### config.mk
export PLATFORM = sky130hd
export DESIGN_NAME = piezo_burst_scheduler
export DESIGN_NICKNAME = d
export VERILOG_FILES = /design/src/rtl/piezo_burst_scheduler.sv
export SDC_FILE = /design/constraint.sdc
export NUM_CORES = 1
export LEC_CHECK = 0
export BUFFER_PORTS_ARGS = -buffer_cell sky130_fd_sc_hd__buf_4
export CORE_MARGIN = 5
export CORE_UTILIZATION = 45
export CTS_CLUSTER_DIAMETER = 100
export CTS_CLUSTER_SIZE = 14
export DETAILED_ROUTE_END_ITERATION = 10
export GPL_ROUTABILITY_DRIVEN = 0
export MAX_ROUTING_LAYER = met4
export PLACE_DENSITY = 0.69
export REMOVE_ABC_BUFFERS = 1
export SLEW_MARGIN = 10
export SYNTH_ARGS = -nofsm -noshare
export SYNTH_HDL_FRONTEND = slang
export SYNTH_SLANG_ARGS = --single-unit
### constraint.sdc
create_clock -name iCLK -period 2.76 [get_ports iCLK]
set_input_delay 0.828 -clock iCLK [delete_from_list [all_inputs] [get_ports iCLK]]
set_output_delay 0.828 -clock iCLK [all_outputs]
set_load 0.02 [all_outputs]
### src/rtl/piezo_burst_scheduler.sv
// Arbitrates PTP/RTC burst requests, drives a guarded piezo burst, then listens for the echo and timestamps it.
// Optional PIEZO_SCHED_ECHO_SYNC_EN adds a 2-flop synchronizer on iEcho ahead of edge detection.
module piezo_burst_scheduler #(
  parameter int GUARD_CYCLES  = 8,
  parameter int HALF_PERIOD   = 4,
  parameter int LISTEN_CYCLES = 4096
) (
  input  logic        iCLK,
  input  logic        iRESETn,
  input  logic        iReqPtp,
  input  logic        iReqRtc,
  output logic        oGntPtp,
  output logic        oGntRtc,
  input  logic [7:0]  iPulses,
  output logic        oTxEnable,
  output logic        oRxEnable,
  output logic        oPiezo,
  input  logic        iEcho,
  input  logic [31:0] iTime,
  output logic [31:0] oEchoTime,
  output logic        oEchoValid,
  output logic        oTimeout,
  output logic        oDone,
  output logic        oBusy
);
  localparam int MAX_GH = (GUARD_CYCLES > HALF_PERIOD) ? GUARD_CYCLES : HALF_PERIOD;
  localparam int MAXC   = (MAX_GH > LISTEN_CYCLES) ? MAX_GH : LISTEN_CYCLES;
  localparam int CW     = $clog2(MAXC + 1);

  typedef enum logic [2:0] {IDLE, GUARD_TX, BURST, GUARD_RX, LISTEN, DONE} state_t;

  state_t        state_q, state_d;
  logic [CW-1:0] cnt_q, cnt_d;
  logic [8:0]    halves_q, halves_d;
  logic [7:0]    pulses_q, pulses_d;
  logic          rtc_last_q, rtc_last_d;
  logic          grab_ptp, grab_rtc, hit, expire;
  logic          echo_cur, echo_prev_q, echo_rise;

  logic          gnt_ptp_q, gnt_ptp_d, gnt_rtc_q, gnt_rtc_d;
  logic          tx_q, tx_d, rx_q, rx_d, piezo_q, piezo_d;
  logic          valid_q, valid_d, timeout_q, timeout_d, done_q, done_d, busy_q, busy_d;
  logic [31:0]   echo_time_q, echo_time_d;

`ifdef PIEZO_SCHED_ECHO_SYNC_EN
  logic echo_s1_q, echo_s2_q;
  always_ff @(posedge iCLK) begin
    if (!iRESETn) begin
      echo_s1_q <= 1'b0;
      echo_s2_q <= 1'b0;
    end else begin
      echo_s1_q <= iEcho;
      echo_s2_q <= echo_s1_q;
    end
  end
  assign echo_cur = echo_s2_q;
`else
  assign echo_cur = iEcho;
`endif

  // echo_prev_q tracks the echo in every state, so a level already high at LISTEN entry never looks like an edge
  assign echo_rise = echo_cur & ~echo_prev_q;

  always_ff @(posedge iCLK) begin
    if (!iRESETn) begin
      state_q     <= IDLE;
      cnt_q       <= '0;
      halves_q    <= '0;
      pulses_q    <= '0;
      rtc_last_q  <= 1'b1;
      echo_prev_q <= 1'b0;
      gnt_ptp_q   <= 1'b0;
      gnt_rtc_q   <= 1'b0;
      tx_q        <= 1'b0;
      rx_q        <= 1'b0;
      piezo_q     <= 1'b0;
      valid_q     <= 1'b0;
      timeout_q   <= 1'b0;
      done_q      <= 1'b0;
      busy_q      <= 1'b0;
      echo_time_q <= '0;
    end else begin
      state_q     <= state_d;
      cnt_q       <= cnt_d;
      halves_q    <= halves_d;
      pulses_q    <= pulses_d;
      rtc_last_q  <= rtc_last_d;
      echo_prev_q <= echo_cur;
      gnt_ptp_q   <= gnt_ptp_d;
      gnt_rtc_q   <= gnt_rtc_d;
      tx_q        <= tx_d;
      rx_q        <= rx_d;
      piezo_q     <= piezo_d;
      valid_q     <= valid_d;
      timeout_q   <= timeout_d;
      done_q      <= done_d;
      busy_q      <= busy_d;
      echo_time_q <= echo_time_d;
    end
  end

  always_comb begin
    state_d    = state_q;
    cnt_d      = cnt_q;
    halves_d   = halves_q;
    pulses_d   = pulses_q;
    rtc_last_d = rtc_last_q;
    grab_ptp   = 1'b0;
    grab_rtc   = 1'b0;
    hit        = 1'b0;
    expire     = 1'b0;
    case (state_q)
      IDLE: begin
        if (iReqPtp && (!iReqRtc || rtc_last_q)) grab_ptp = 1'b1;
        else if (iReqRtc)                        grab_rtc = 1'b1;
        if (grab_ptp || grab_rtc) begin
          state_d    = GUARD_TX;
          cnt_d      = CW'(GUARD_CYCLES - 1);
          pulses_d   = iPulses;
          rtc_last_d = grab_rtc;
        end
      end
      GUARD_TX: begin
        if (cnt_q != '0) cnt_d = cnt_q - 1'b1;
        else if (pulses_q == 8'd0) begin
          state_d = GUARD_RX;
          cnt_d   = CW'(GUARD_CYCLES - 1);
        end else begin
          // odd half-period index means oPiezo high, so the burst starts high and ends low
          state_d  = BURST;
          cnt_d    = CW'(HALF_PERIOD - 1);
          halves_d = {pulses_q, 1'b0} - 9'd1;
        end
      end
      BURST: begin
        if (cnt_q != '0) cnt_d = cnt_q - 1'b1;
        else if (halves_q == 9'd0) begin
          state_d = GUARD_RX;
          cnt_d   = CW'(GUARD_CYCLES - 1);
        end else begin
          halves_d = halves_q - 9'd1;
          cnt_d    = CW'(HALF_PERIOD - 1);
        end
      end
      GUARD_RX: begin
        if (cnt_q != '0) cnt_d = cnt_q - 1'b1;
        else begin
          state_d = LISTEN;
          cnt_d   = CW'(LISTEN_CYCLES - 1);
        end
      end
      LISTEN: begin
        if (echo_rise) begin
          hit     = 1'b1;
          state_d = DONE;
        end else if (cnt_q == '0) begin
          expire  = 1'b1;
          state_d = DONE;
        end else cnt_d = cnt_q - 1'b1;
      end
      DONE:    state_d = IDLE;
      default: state_d = IDLE;
    endcase
  end

  // Outputs follow the state being entered; oDone flags the cycle after the result pulse.
  always_comb begin
    busy_d      = (state_d != IDLE);
    gnt_ptp_d   = grab_ptp | (gnt_ptp_q & busy_d);
    gnt_rtc_d   = grab_rtc | (gnt_rtc_q & busy_d);
    tx_d        = (state_d == GUARD_TX) || (state_d == BURST);
    rx_d        = (state_d == LISTEN);
    piezo_d     = (state_d == BURST) && halves_d[0];
    valid_d     = hit;
    timeout_d   = expire;
    done_d      = (state_q == DONE);
    echo_time_d = hit ? iTime : echo_time_q;
  end

  assign oGntPtp    = gnt_ptp_q;
  assign oGntRtc    = gnt_rtc_q;
  assign oTxEnable  = tx_q;
  assign oRxEnable  = rx_q;
  assign oPiezo     = piezo_q;
  assign oEchoTime  = echo_time_q;
  assign oEchoValid = valid_q;
  assign oTimeout   = timeout_q;
  assign oDone      = done_q;
  assign oBusy      = busy_q;
endmodule

# Word level (Yosys, flattened, before mapping)
# Index checks and enable logic that the tools add are counted.
# W data, S select, Z words.
dict set report totals {
  ff_bits 76
  inputBits 45
  elab_cells 94
}
dict set report op_classes {
  addsub 3
  n_eq_ne 15
  n_mux 33
  n_bitwise 8
  n_reduce_logical 18
}
# cell n
set op_table {}
lappend op_table {{$mux W13} 6}
lappend op_table {{$pmux W13 S5} 1}
lappend op_table {{$mux W9} 4}
lappend op_table {{$mux W3} 9}
lappend op_table {{$pmux W9 S2} 1}
lappend op_table {{$sub A9 B1 Y9 const B} 2}
lappend op_table {{$pmux W3 S5} 1}
lappend op_table {{$ne A2 B2 Y1 const B} 7}
lappend op_table {{$logic_not A13 Y1} 1}
lappend op_table {{$reduce_bool A13 Y1} 1}
lappend op_table {{$sub A13 B1 Y13 const B} 1}
lappend op_table {{$mux W1} 11}
lappend op_table {{$eq A3 B2 Y1 const B} 3}
lappend op_table {{$eq A3 B3 Y1 const B} 3}
lappend op_table {{$logic_not A9 Y1} 1}
lappend op_table {{$logic_not A8 Y1} 1}
lappend op_table {{$eq A3 B1 Y1 const B} 2}
lappend op_table {{$reduce_and A5 Y1} 1}
lappend op_table {{$reduce_bool A5 Y1} 1}
lappend op_table {{$reduce_and A4 Y1} 1}
lappend op_table {{$and A1 B1 Y1} 3}
lappend op_table {{$logic_not A3 Y1} 1}
lappend op_table {{$logic_or A1 B1 Y1} 3}
lappend op_table {{$not A1 Y1} 3}
lappend op_table {{7 further kinds} 9}

# Longest topological paths before layout
dict set report depth {
  ltp_word 11
  ltp_mapped 9
  ltp_nobuf 8
}

# Worst setup path after synthesis
# No wires, ideal clock.
dict set report synth_path {
  kind {flip-flop to flip-flop}
  start {reg cnt_q[0]}
  end {reg cnt_q[9]}
  arrival_time_ns 2.200
  t_required_ns 2.633
  setup_slack_ns 0.433
  stages_incl_launch_ff 9
  n_path_buf 1
  synth_period_minus_slack_ns 2.327
  path_cell_list {dfxtp_1 inv_1 ha_1 or4b_4 or4_4 buf_6 a21boi_4 nor3_1 or3_1}
}
dict set report synth_between {
  elab_chain_cells 4
  word_cells_on_any_way 11
  cone_classes {add/sub (1); eq/ne (1); mux (6); reduce/logical (3)}
}
# element line
set synth_lines {}
lappend synth_lines {{start, declared} 33} ;# logic [CW-1:0] cnt_q, cnt_d;
lappend synth_lines {{start signal, assigned} 84} ;# cnt_q <= cnt_d;
lappend synth_lines {{$sub A13 B1 Y13} --}
lappend synth_lines {{$mux W13} 156} ;# end else if (cnt_q == '0) begin
lappend synth_lines {{$mux W13} 153} ;# if (echo_rise) begin
lappend synth_lines {{$pmux W13 S5} 112} ;# case (state_q)
# Several ways; a longest one is shown, not always the timed one. The select of a mux whose other input is x is not followed.
# A chain may end at the register's enable or synchronous reset.

# Worst setup path in the final report
dict set report layout_path {
  start {reg cnt_q[0]}
  end {reg piezo_q, in the netlist oPiezo}
}
dict set report layout_between {
  elab_chain_cells 6
  word_cells_on_any_way 13
  cone_classes {eq/ne (1); mux (9); reduce/logical (3)}
}
# element line
set layout_lines {}
lappend layout_lines {{$logic_not A13 Y1} 156}
lappend layout_lines {{$mux W3} 156}
lappend layout_lines {{$mux W3} 153}
lappend layout_lines {{$pmux W3 S5} 112}
lappend layout_lines {{$eq A3 B2 Y1} 173} ;# piezo_d = (state_d == BURST) && halves_d[0];
lappend layout_lines {{$logic_and A1 B1 Y1 *} 173}
lappend layout_lines {{end signal, assigned} 93} ;# piezo_q <= piezo_d;
lappend layout_lines {{end, declared} 41} ;# logic tx_q, tx_d, rx_q, rx_d, piezo_q, piezo_d;
# Every way passes the cells marked *; elsewhere a longest branch is shown, timed or not. The select of a mux whose other input is x is not followed.

==> summary.txt <==
FF+latch count, synth = 76
Power per cell area = 822.4 nW/um2
Die H = 100.5 um
Gr usage total = 20.71%
Mapped Area = 3682 um2
Critical Path Fanout Max = 10
Filler Cell Count = 769
CTS resizes = 0
Fmax = 392.0 MHz
RSZ-0062 raised after global routing = false
WL met1 = 4.276 mm
Share of cells above drive strength 1 = 23.32%
Commonest cells post-synth = 105 x nand2_1, 76 x dfxtp_1, 41 x a21boi_0, 30 x nor2_1, 27 x o21ai_0
Clock-pin slew on the worst setup and hold paths = 0.09 ns
Final core utilization = 57.11%
CTS tree = done
Setup Buffers After CTS = 0
Layout Nets = 595
Worst-Margin Slew = 0.8323 ns
Final Non-Filler Cells = 654
Fin Clk Skew = 0.01319 ns
Cell count after placement = 639
Initial Util = 45.50%
Antenna diode count = 0
LEAKAGE = 1.857 nW
Critical Path RT = 3.03 ns
Top layer in use = met4
Max clock buf depth = 2
Tmin final = 2.551 ns
Most common cell in the netlist = nand2_1
Clock Latency Late Sink = 0.35 ns
Initial antenna violation count = 0
Largest cells by area after synthesis = dfxtp_1 41%, nand2_1 11%, a21boi_0 8.4%
Clock root cell = clkbuf_8
# clock sinks = 76
CTS HTree Levels = 3
Worst min path class = reg -> reg
DRT antenna net count = 0
Die Wd = 100.5 um
Yosys top cell by area = dfxtp_1
Seq/Total Area, Yosys = 41.32%
DR DRC count = 0
Syn Inst Count = 462
Routed WL = 9.650 mm
Vias in the first global route = 3,488
Peak VDD IR = 0.4810 mV
First drt pass iteration count = 4
Share of the synthesized area in the top cell type = 41.32%
WL/cell = 14.76 um
Asr flop ratio synth = 0%
Main synth FF type = dfxtp_1
Largest net degree at the start of global routing = 40
Met3 WL = 363 um
Vias = 3,494
Pins Over Slew Limit = 0
Metal2 WL = 4.832 mm
CP Capture Type = flop
Top Ports = 86
CTS Hold Bufs = 0
DIE AREA = 10,090 um2
Critical Path Start Type = flop
Number of max-cap violations = 0
Detailed placement HPWL = 7.119 mm
First-pass GRT wire length = 16.63 mm
Area growth syn-to-layout = 25.52%
Worst relative slew slack = 43.08%
I/O Buffers = 85
Grt ovf = 0
Endpoints failing setup = 0
Syn Area/Cell = 7.970 um2
Post-synth EDFFs = 0
Warning count from the yosys run = 0
Setup TNS = 0 ns
Critical path data arrival time = 2.82 ns
Rows = 33
Count of final hold-check violations = 0
DRT iter0 DRCs = 133
Synth cell types = 54
Post-DR vias/cell = 5.343
Status = completed
Core footprint = 8093 um2
Tcrit/Tclk final = 92.44%
CTS Buf Count = 9
Setup Crit Path Kind = reg -> reg
stage by stage:
step	instance area, um2	hold slack (ns)	power [mW]	setup WS, ns
CTS	4622	0.4688	3.810	0.2215
detailed placement	4447	0.4568	3.035	0.2276
floorplan	3570	0.4568	2.538	0.2647
global route	4622	0.4901	4.098	0.006701
global placement	4447	0.4500	3.005	0.3484
finish	4622	0.4648	3.801	0.2087
metal layers:
layer	track usage, %	vias up
met1	25.49	1623
met5	-	-
met4	6.425	0
li1	-	1787
met3	3.529	16
met2	34.71	68
cell families (layout without fill, tap and decap cells):
family          count (synthesis)  count (layout)  synth area share (%)
fa+ha+maj                       5               5                 1.699
flops                          76              76                 41.32
mux                             1               1                0.3058
buf+inv                        39             126                 4.281
compound gates                132             132                 24.47
xor+xnor                        8               8                 1.903
simple gates                  201             201                 26.03
report_power, final:
part | switching [mW] | internal (mW)
Combinational | 0.955 | 0.685
Sequential | 0.160 | 1.23
Clock | 0.419 | 0.349
flip-flops by register name (all words and copies together), names as in the netlist:
register,cells
oDone,1
echo_prev_q,1
oTxEnable,1
oPiezo,1
state_q,3
rtc_last_q,1
oBusy,1
oEchoTime,32
halves_q,9
oRxEnable,1
oEchoValid,1
oGntRtc,1
cnt_q,13
oGntPtp,1
pulses_q,8
oTimeout,1
critical path, stage by stage (launching register included):
cell     delay [ns]
dfxtp_1        0.35
inv_1          0.07
ha_1           0.20
or4b_4         0.53
nor4_4         0.32
buf_4          0.25
nand2_1        0.18
o21ai_0        0.21
a21oi_1        0.09
nor4_2         0.28
worst paths after layout:
kind / cells after the start / startpoint / slack, ns / to
worst max register to register: 9 / cnt_q[0] / 0.21 / oPiezo
worst max-delay path: 9 / cnt_q[0] / 0.21 / oPiezo
worst min-delay path: 2 / oEchoTime[30] / 0.46 / oEchoTime[30]
worst min register to register: 2 / oEchoTime[30] / 0.46 / oEchoTime[30]
area by class of cell:
class / count / area, um2 / share of cell area, %
well taps: 105 / 131.4 / 2.842
inverters: 12 / 45.04 / 0.9746
flip-flops and latches: 76 / 1521 / 32.92
clock buffers: 10 / 137.6 / 2.978
multi-input cells: 347 / 2006 / 43.39
clock inverters: 5 / 37.54 / 0.8121
repair buffers: 99 / 743.2 / 16.08
layout by cell type, fill, tap and decap left out, types with 3 or more instances in the layout:
cell type	instances
o21ai_0	27
xor2_1	4
inv_1	12
xnor2_1	4
ha_1	5
nand3_1	11
nand2_1	105
dfxtp_1	76
nor2b_1	9
nor4_1	6
nor3b_1	5
clkbuf_8	10
o31ai_1	3
nand2b_1	4
nor2_1	29
buf_4	99
o21a_1	4
a21oi_1	21
o211ai_1	3
a21boi_0	41
nor3_1	11
o22ai_1	4
or3_1	3
o31a_1	3
a31oi_1	7
(Power assumes the default switching activity.)
